<file path="src/rtl/xup_shift_pkg.sv">
// Shared encodings for the XUP sequential shifter: FSM states, direction and shift type.
package xup_shift_pkg;

  typedef enum logic [1:0] {
    ST_IDLE  = 2'd0,
    ST_SHIFT = 2'd1,
    ST_DONE  = 2'd2
  } state_e;

  localparam logic DIR_LEFT   = 1'b1;
  localparam logic DIR_RIGHT  = 1'b0;
  localparam logic TYPE_ARITH = 1'b1;
  localparam logic TYPE_LOGIC = 1'b0;

endpackage

</file>
<file path="src/rtl/xup_shift_step.sv">
// Single-bit shift stage: left, logical right or arithmetic right by one position.
module xup_shift_step
  import xup_shift_pkg::*;
#(
  parameter int unsigned SIZE = 8
) (
  input  logic [SIZE-1:0] w_i,
  input  logic            dir_i,
  input  logic            shift_type_i,
  output logic [SIZE-1:0] w_o
);

  always_comb begin
    w_o = w_i;
    if (dir_i == DIR_LEFT) begin
      w_o = {w_i[SIZE-2:0], 1'b0};
    end else if (shift_type_i == TYPE_ARITH) begin
      w_o = {w_i[SIZE-1], w_i[SIZE-1:1]};
    end else begin
      w_o = {1'b0, w_i[SIZE-1:1]};
    end
  end

endmodule

</file>
<file path="src/rtl/xup_shift_sequencer.sv">
// Multi-cycle shift controller: captures one request, applies one 1-bit step per clock,
// then publishes the result with a single-cycle done pulse.
module xup_shift_sequencer
  import xup_shift_pkg::*;
#(
  parameter int unsigned SIZE  = 8,
  parameter int unsigned AMT_W = 4
) (
  input  logic             clk,
  input  logic             reset,
  input  logic             start,
  input  logic [SIZE-1:0]  data_in,
  input  logic [AMT_W-1:0] amount,
  input  logic             dir,
  input  logic             shift_type,
  output logic             busy,
  output logic             done,
  output logic [SIZE-1:0]  data_out
);

  state_e           state_q;
  logic [SIZE-1:0]  work_q;
  logic [SIZE-1:0]  work_d;
  logic [AMT_W-1:0] cnt_q;
  logic             dir_q;
  logic             type_q;
  logic             busy_q;
  logic             done_q;
  logic [SIZE-1:0]  data_out_q;

  xup_shift_step #(.SIZE(SIZE)) u_step (
    .w_i          (work_q),
    .dir_i        (dir_q),
    .shift_type_i (type_q),
    .w_o          (work_d)
  );

  // data_out is written only when entering DONE, so it holds the previous result while shifting.
  always_ff @(posedge clk) begin
    if (reset) begin
      state_q    <= ST_IDLE;
      work_q     <= '0;
      cnt_q      <= '0;
      dir_q      <= DIR_RIGHT;
      type_q     <= TYPE_LOGIC;
      busy_q     <= 1'b0;
      done_q     <= 1'b0;
      data_out_q <= '0;
    end else begin
      case (state_q)
        ST_IDLE: begin
          done_q <= 1'b0;
          if (start) begin
            work_q <= data_in;
            cnt_q  <= amount;
            dir_q  <= dir;
            type_q <= shift_type;
            busy_q <= 1'b1;
            if (amount == AMT_W'(0)) begin
              state_q    <= ST_DONE;
              done_q     <= 1'b1;
              data_out_q <= data_in;
            end else begin
              state_q <= ST_SHIFT;
            end
          end
        end
        ST_SHIFT: begin
          work_q <= work_d;
          cnt_q  <= cnt_q - AMT_W'(1);
          if (cnt_q == AMT_W'(1)) begin
            state_q    <= ST_DONE;
            done_q     <= 1'b1;
            data_out_q <= work_d;
          end
        end
        ST_DONE: begin
          state_q <= ST_IDLE;
          busy_q  <= 1'b0;
          done_q  <= 1'b0;
        end
        default: begin
          state_q <= ST_IDLE;
          busy_q  <= 1'b0;
          done_q  <= 1'b0;
        end
      endcase
    end
  end

  assign busy     = busy_q;
  assign done     = done_q;
  assign data_out = data_out_q;

endmodule

</file>
<file path="config.mk">
export PLATFORM = sky130hd
export DESIGN_NAME = xup_shift_sequencer
export DESIGN_NICKNAME = d
export VERILOG_FILES = /design/src/rtl/xup_shift_pkg.sv /design/src/rtl/xup_shift_step.sv /design/src/rtl/xup_shift_sequencer.sv
export SDC_FILE = /design/constraint.sdc
export NUM_CORES = 1
export LEC_CHECK = 0
export CORE_MARGIN = 10
export CORE_UTILIZATION = 54
export CTS_CLUSTER_SIZE = 25
export DETAILED_ROUTE_END_ITERATION = 8
export PLACE_DENSITY = 0.89
export SLEW_MARGIN = 20
export SYNTH_ARGS = -nofsm -noshare
export SYNTH_HDL_FRONTEND = slang
export SYNTH_HIERARCHICAL = 1
export SYNTH_SLANG_ARGS = --single-unit
</file>
<file path="constraint.sdc">
create_clock -name clk -period 2.36 [get_ports clk]
set_clock_uncertainty 0.2 [all_clocks]
set_input_delay 0.472 -clock clk [delete_from_list [all_inputs] [get_ports clk]]
set_output_delay 0.472 -clock clk [all_outputs]
set_load 0.05 [all_outputs]
</file>
==> results.toml, run 1 <==
[run_status]
outcome = "completed"

[floorplanning]
rows = 18
io_pins = 27
coreArea_um2 = 2450
die_width_um = 70.4
die_h_um = 70.4
start_util_pct = 56.0
die-area_um2 = 4960

[routing]
vias = 1104
drc = 0
ant_nets = 0
routed.top_layer = "met4"
drt-wirelength-per-cell_um = 16.1
first_iter_violations = 59
routed_wl_um = 3000
detailroute.wirelength.met2_um = 1470
avgViaCountPerCell = 5.94
dr_wl_met3_um = 112
dr.pass1.iters = 4
met1_length_um = 1350

[synthesis]
synth_area_um2 = 1370
synth-seq-cells = 26
ys.flop_type = "dfxtp_1"
synth.distinct_cells = 38
synth-xor-area-share_pct = 0
ys_seq_area_share_pct = 37.9
async_flop_share_pct = 0
synth_compound_gate_area_share_pct = 23.9
synth_edf_count = 0
synth_fp_nets = 154
yosys.area_share.simple_pct = 13.2
syn_avg_cell_area_um2 = 10.2
ys.warnings.count = 6
synthMuxAreaShare_pct = 13.8
synthAdderAreaFrac_pct = 1.82
syn_inst = 135
synth_top_family_by_area = "compound AO/OA/AOI/OAI gates"

[sta]
slew_viol_final = 0
rsz0062_at_grt = "false"
post-route-period-util_pct = 93.1
max_freq_mhz = 455
tightestPinTransition_ns = 0.519
setup_violations = 0
max_slew_margin_pct = 65.3
final.setup.tns_ns = 0
finalHoldViolCount = 0
layout_min_cycle_time_ns = 2.20

[setup_path]
critPathBufInv = 1
reg2reg_slack_ns = 0.59
crit_end = "data_out[4]"
cp_slowest_stage_delay_ns = 0.81
crit_type = "reg2out"
cpMaxStageDelayCell = "clkdlybuf4s50_1"
startpoint = "data_out[4]$_SDFFE_PP0P_"
critical-path-top-delay-family = "buffers and inverters"
rr_worst_depth = 3
cp-end-kind = "output pin"
r2r-start = "state_q[1]$_SDFFE_PP0P_"
critPathMaxFanout = 2
worst-path-stages = 1
startpoint_type = "flip-flop"
crit_chain = "clkdlybuf4s50_1"
arrival_ns = 1.53
worstReg2RegEnd = "data_out[3]$_SDFFE_PP0P_"
cp.required_ns = 1.69

[hold_path]
hp-class = "reg2reg"

[pwr]
p_comb_share_pct = 25.3
p_clk_share_pct = 27.8
p_seq_share_pct = 46.8
powerDensity_nw_per_um2 = 666
cellInternalPower_uw = 784
sw_frac_of_total_pct = 28.8
p_leak_uw = 0.000600
peakVddDrop_v = 0.000454
switchingPower_uw = 317

[global_route]
antenna_found_initial = 0
grt_pass1_vias = 1121
track_usage_pct = 11.9
grt_overflow = 0
grt_pass1_wl_um = 5040
grt_start_max_net_pins = 22

[cts]
root_buffer = "clkbuf_4"
cts_setup_buffers = 0
clock_sinks = 26
clk_latency_ns = 0.33
hold_buffers = 0
cts.repair.resized = 0
htree_levels = 1
cts.clk_slew.worst_paths_ns = 0.15
cts_buffers = 3
cts_tree = "done"
clk_path_buf_depth = 2

[placed_design]
gp_congestion = 0.862
numPortBuffers = 26
place_hpwl_um = 2230
place_area_um2 = 1600

[layout]
final_nets = 176
final_area_um2 = 1650
drive_gt1_share_pct = 16.0
area_growth_pct = 20.2
diodes = 0

[run]
maxCapViolCount = 0
-- worst min path at each step --
| stage | startpoint | end | depth (start not counted) |
|---|---|---|---|
| 3_5_place_dp | work_q[0]$_SDFFE_PP0P_ | work_q[0]$_SDFFE_PP0P_ | 2 |
| 2_1_floorplan | type_q$_SDFFE_PP0P_ | type_q$_SDFFE_PP0P_ | 2 |
| 4_1_cts | work_q[0]$_SDFFE_PP0P_ | work_q[0]$_SDFFE_PP0P_ | 2 |
| 3_3_place_gp | work_q[0]$_SDFFE_PP0P_ | work_q[0]$_SDFFE_PP0P_ | 2 |
| 5_1_grt | busy$_SDFFE_PP0P_ | busy$_SDFFE_PP0P_ | 2 |
| 6_report | work_q[0]$_SDFFE_PP0P_ | work_q[0]$_SDFFE_PP0P_ | 2 |
-- cell usage in the layout, fill, tap and decap left out, drive strengths merged --
cell           instances
clkbuf                 3
o221ai                 1
o22a                   1
nor4                   1
a211o                  1
or3b                   1
mux2i                 10
nor3                   3
a2111oi                1
nand3b                 1
nand2                  4
a211oi                16
nor2                  11
and3b                  1
inv                    5
o21ai                  3
nor3b                  2
a32oi                  1
dfxtp                 26
o211ai                 1
a31oi                  1
clkdlybuf4s50         26
nand2b                 1
buf                    5
bufinv                 1
a221oi                 9
nor2b                  1
a21oi                  4
ha                     2
and2b                  3
a221o                  1
a22o                   1
o21ba                  1
mux2                   6
or2b                   1
-- flip-flops by register name, summed over array words and instances, names as in the netlist --
name,cells
state_q,2
busy,1
cnt_q,4
data_out,8
dir_q,1
work_q,8
done,1
type_q,1
-- routing by layer --
metal  track usage [%]  vias to the layer above
met5                 0                        -
met4              6.36                        0
met3              2.68                        7
met2              20.2                       26
met1              13.4                      524
li1                  -                      547
-- power groups by stage --
stage	registers, µW	logic, µW	clock network [µW]
after CTS	515	280	315
final	516	279	307
after global routing	522	304	330
after detailed placement	525	277	0
after global placement	524	268	0
after floorplan	547	187	0
-- area by class of cell --
cell class	instances	area [µm²]
sequential	26	520
inverter	5	18.8
clock inverter	1	30.0
tap	30	37.5
fill	193	803
multi-input combinational	90	724
timing repair buffer	31	298
clock buffer	3	22.5
-- cell usage after synthesis, drive strengths merged (2+ instances only) --
library cell	number	area share (%)
dfxtp	26	38
mux2	6	6.6
a21oi	4	1.5
a221oi	9	5.7
buf	11	7.2
nor2	11	3.0
nor3	3	1.1
inv	5	1.4
a211oi	16	8.7
o21ai	3	1.1
nor3b	2	1.8
ha	2	1.8
nand2	4	1.1
mux2i	10	7.3
and2b	3	1.9
clkbuf	3	0.82
-- stage by stage --
stage	util, %	hold slack, ns	instances	total power, µW	setup WS [ns]
6_report	67.3	0.323	186	1100	0.162
2_1_floorplan	-	0.261	135	734	0.738
3_3_place_gp	65.1	0.285	182	792	0.231
4_1_cts	67.3	0.324	186	1110	0.149
5_1_grt	67.3	0.348	186	1160	0.104
3_5_place_dp	65.1	0.301	182	802	0.203
-- cells by family (layout without fill, tap and decap cells) --
family	Yosys count	in the layout
flip-flops	26	26
buffers and inverters	19	40
multiplexers	16	16
AND/OR/NAND/NOR	30	30
AO/OA/AOI/OAI	42	42
adder cells (fa/ha/maj)	2	2
Note: power is estimated with default switching activity, not from simulation.
==> run 2, diff against run 1 <==
--- a/config.mk
+++ b/config.mk
@@ -5,8 +5,11 @@
 export SDC_FILE = /design/constraint.sdc
 export NUM_CORES = 1
 export LEC_CHECK = 0
+export CELL_PAD_IN_SITES_DETAIL_PLACEMENT = 1
+export CELL_PAD_IN_SITES_GLOBAL_PLACEMENT = 2
+export CORE_ASPECT_RATIO = 0.5
 export CORE_MARGIN = 10
-export CORE_UTILIZATION = 54
+export CORE_UTILIZATION = 34
 export CTS_CLUSTER_SIZE = 25
 export DETAILED_ROUTE_END_ITERATION = 8
 export PLACE_DENSITY = 0.89
==> results.toml, run 2 (synthesized netlist as in run 1, its figures left out) <==
[global_route]
grt_pass1_wl_um = 5560
top_usage_layer = "met2"
grt_overflow = 0
grt_pass1_vias = 1077
antenna_found_initial = 0
grt_util_met2_pct = 15.9
met3_usage_pct = 2.86
grt_start_max_net_pins = 22
use_met1_pct = 11.8
track_usage_pct = 9.64

[setup_path]
cp_slowest_stage_delay_ns = 0.82
crit_chain = "clkdlybuf4s50_1"
cp-end-kind = "output pin"
critPathBufInv = 1
cp.required_ns = 1.69
cpMaxStageDelayCell = "clkdlybuf4s50_1"
crit_type = "reg2out"
arrival_ns = 1.45
critical-path-top-delay-family = "buffers and inverters"
startpoint_type = "flip-flop"
critPathMaxFanout = 2

[cts]
hold_buffers = 0
cts.repair.resized = 0
cts.clk_slew.worst_paths_ns = 0.09
root_buffer = "clkbuf_8"
htree_levels = 1
cts_buffers = 3
cts_setup_buffers = 0
clock_sinks = 26
cts_tree = "done"
clk_latency_ns = 0.28
clk_path_buf_depth = 2

[placed_design]
gp_congestion = 0.748
place_hpwl_um = 2560
dp_slack_ns = 0.153
numPortBuffers = 26

[layout]
area_growth_pct = 22.6
fin_util_pct = 43.1
drive_gt1_share_pct = 16.0
layout_common_cells = "dfxtp_1, clkdlybuf4s50_1, a211oi_1, nor2_1, mux2i_1"
final_nets = 176
diodes = 0

[floorplanning]
io_pins = 27
coreArea_um2 = 3900
rows = 16
die_h_um = 65.0
die-area_um2 = 7140
die_width_um = 110
start_util_pct = 35.2

[sta]
final.setup.tns_ns = 0
post-route-period-util_pct = 89.8
tightestPinTransition_ns = 0.533
setup_violations = 0
layout_min_cycle_time_ns = 2.12
max_slew_margin_pct = 64.4
slew_viol_final = 0
finalHoldViolCount = 0
rsz0062_at_grt = "false"
max_freq_mhz = 472
setup_ws_ns = 0.240

[run_status]
outcome = "completed"

[run]
maxCapViolCount = 0

[routing]
ant_nets = 0
dr.pass1.iters = 4
vias = 1115
first_iter_violations = 42
drt-wirelength-per-cell_um = 16.3
routed_wl_um = 3420
avgViaCountPerCell = 5.31
drc = 0

[pwr]
peakVddDrop_v = 0.000211
p_clk_share_pct = 27.1
p_comb_share_pct = 25.8
p_seq_share_pct = 47.1
p_leak_uw = 0.000601
sw_frac_of_total_pct = 30.5
switchingPower_uw = 333
cellInternalPower_uw = 761
powerDensity_nw_per_um2 = 650

[hold_path]
hp-class = "reg2reg"
-- run 2: cell count changes in the layout (fill, tap and decap cells not counted) --
| cell | previous run | this run |
|---|---|---|
| bufinv_16 | 1 | 0 |
| clkbuf_8 | 0 | 4 |
| clkbuf_4 | 3 | 0 |
-- run 2: power groups by stage --
stage               combinational (µW)  sequential [µW]  clock (µW)
floorplan                          187              547           0
global placement                   276              524           0
detailed placement                 283              526           0
CTS                                284              516         310
global route                       307              522         320
finish                             282              516         297
-- run 2: cell type report --
class                      count  area, µm²
timing repair buffer          31        298
fill                         453       2220
sequential                    26        520
multi-input combinational     90        724
inverter                       5       18.8
clock buffer                   4       55.1
tap                           54       67.6
-- run 2: stage by stage --
stage               hold WS (ns)  instance area [µm²]  power, µW  cells
floorplan                  0.261                 1370        734    135
global placement           0.286                 1630        800    206
detailed placement         0.299                 1630        809    206
CTS                        0.310                 1680       1110    210
global route               0.335                 1680       1150    210
finish                     0.307                 1680       1090    210
-- run 2: path summary, 6_finish.rpt --
check / startpoint / end / slack [ns] / depth (start not counted)
setup / recovery: data_out[0]$_SDFFE_PP0P_ / data_out[0] / 0.24 / 1
hold / removal: work_q[0]$_SDFFE_PP0P_ / work_q[0]$_SDFFE_PP0P_ / 0.31 / 2
setup reg to reg: state_q[1]$_SDFFE_PP0P_ / data_out[7]$_SDFFE_PP0P_ / 0.57 / 3
hold reg to reg: work_q[0]$_SDFFE_PP0P_ / work_q[0]$_SDFFE_PP0P_ / 0.31 / 2
-- run 2: metal layers --
metal	vias up	share of wire [%]
met4	0	1.1
met1	542	46
met2	18	48
li1	550	-
met5	-	0
met3	5	4.3
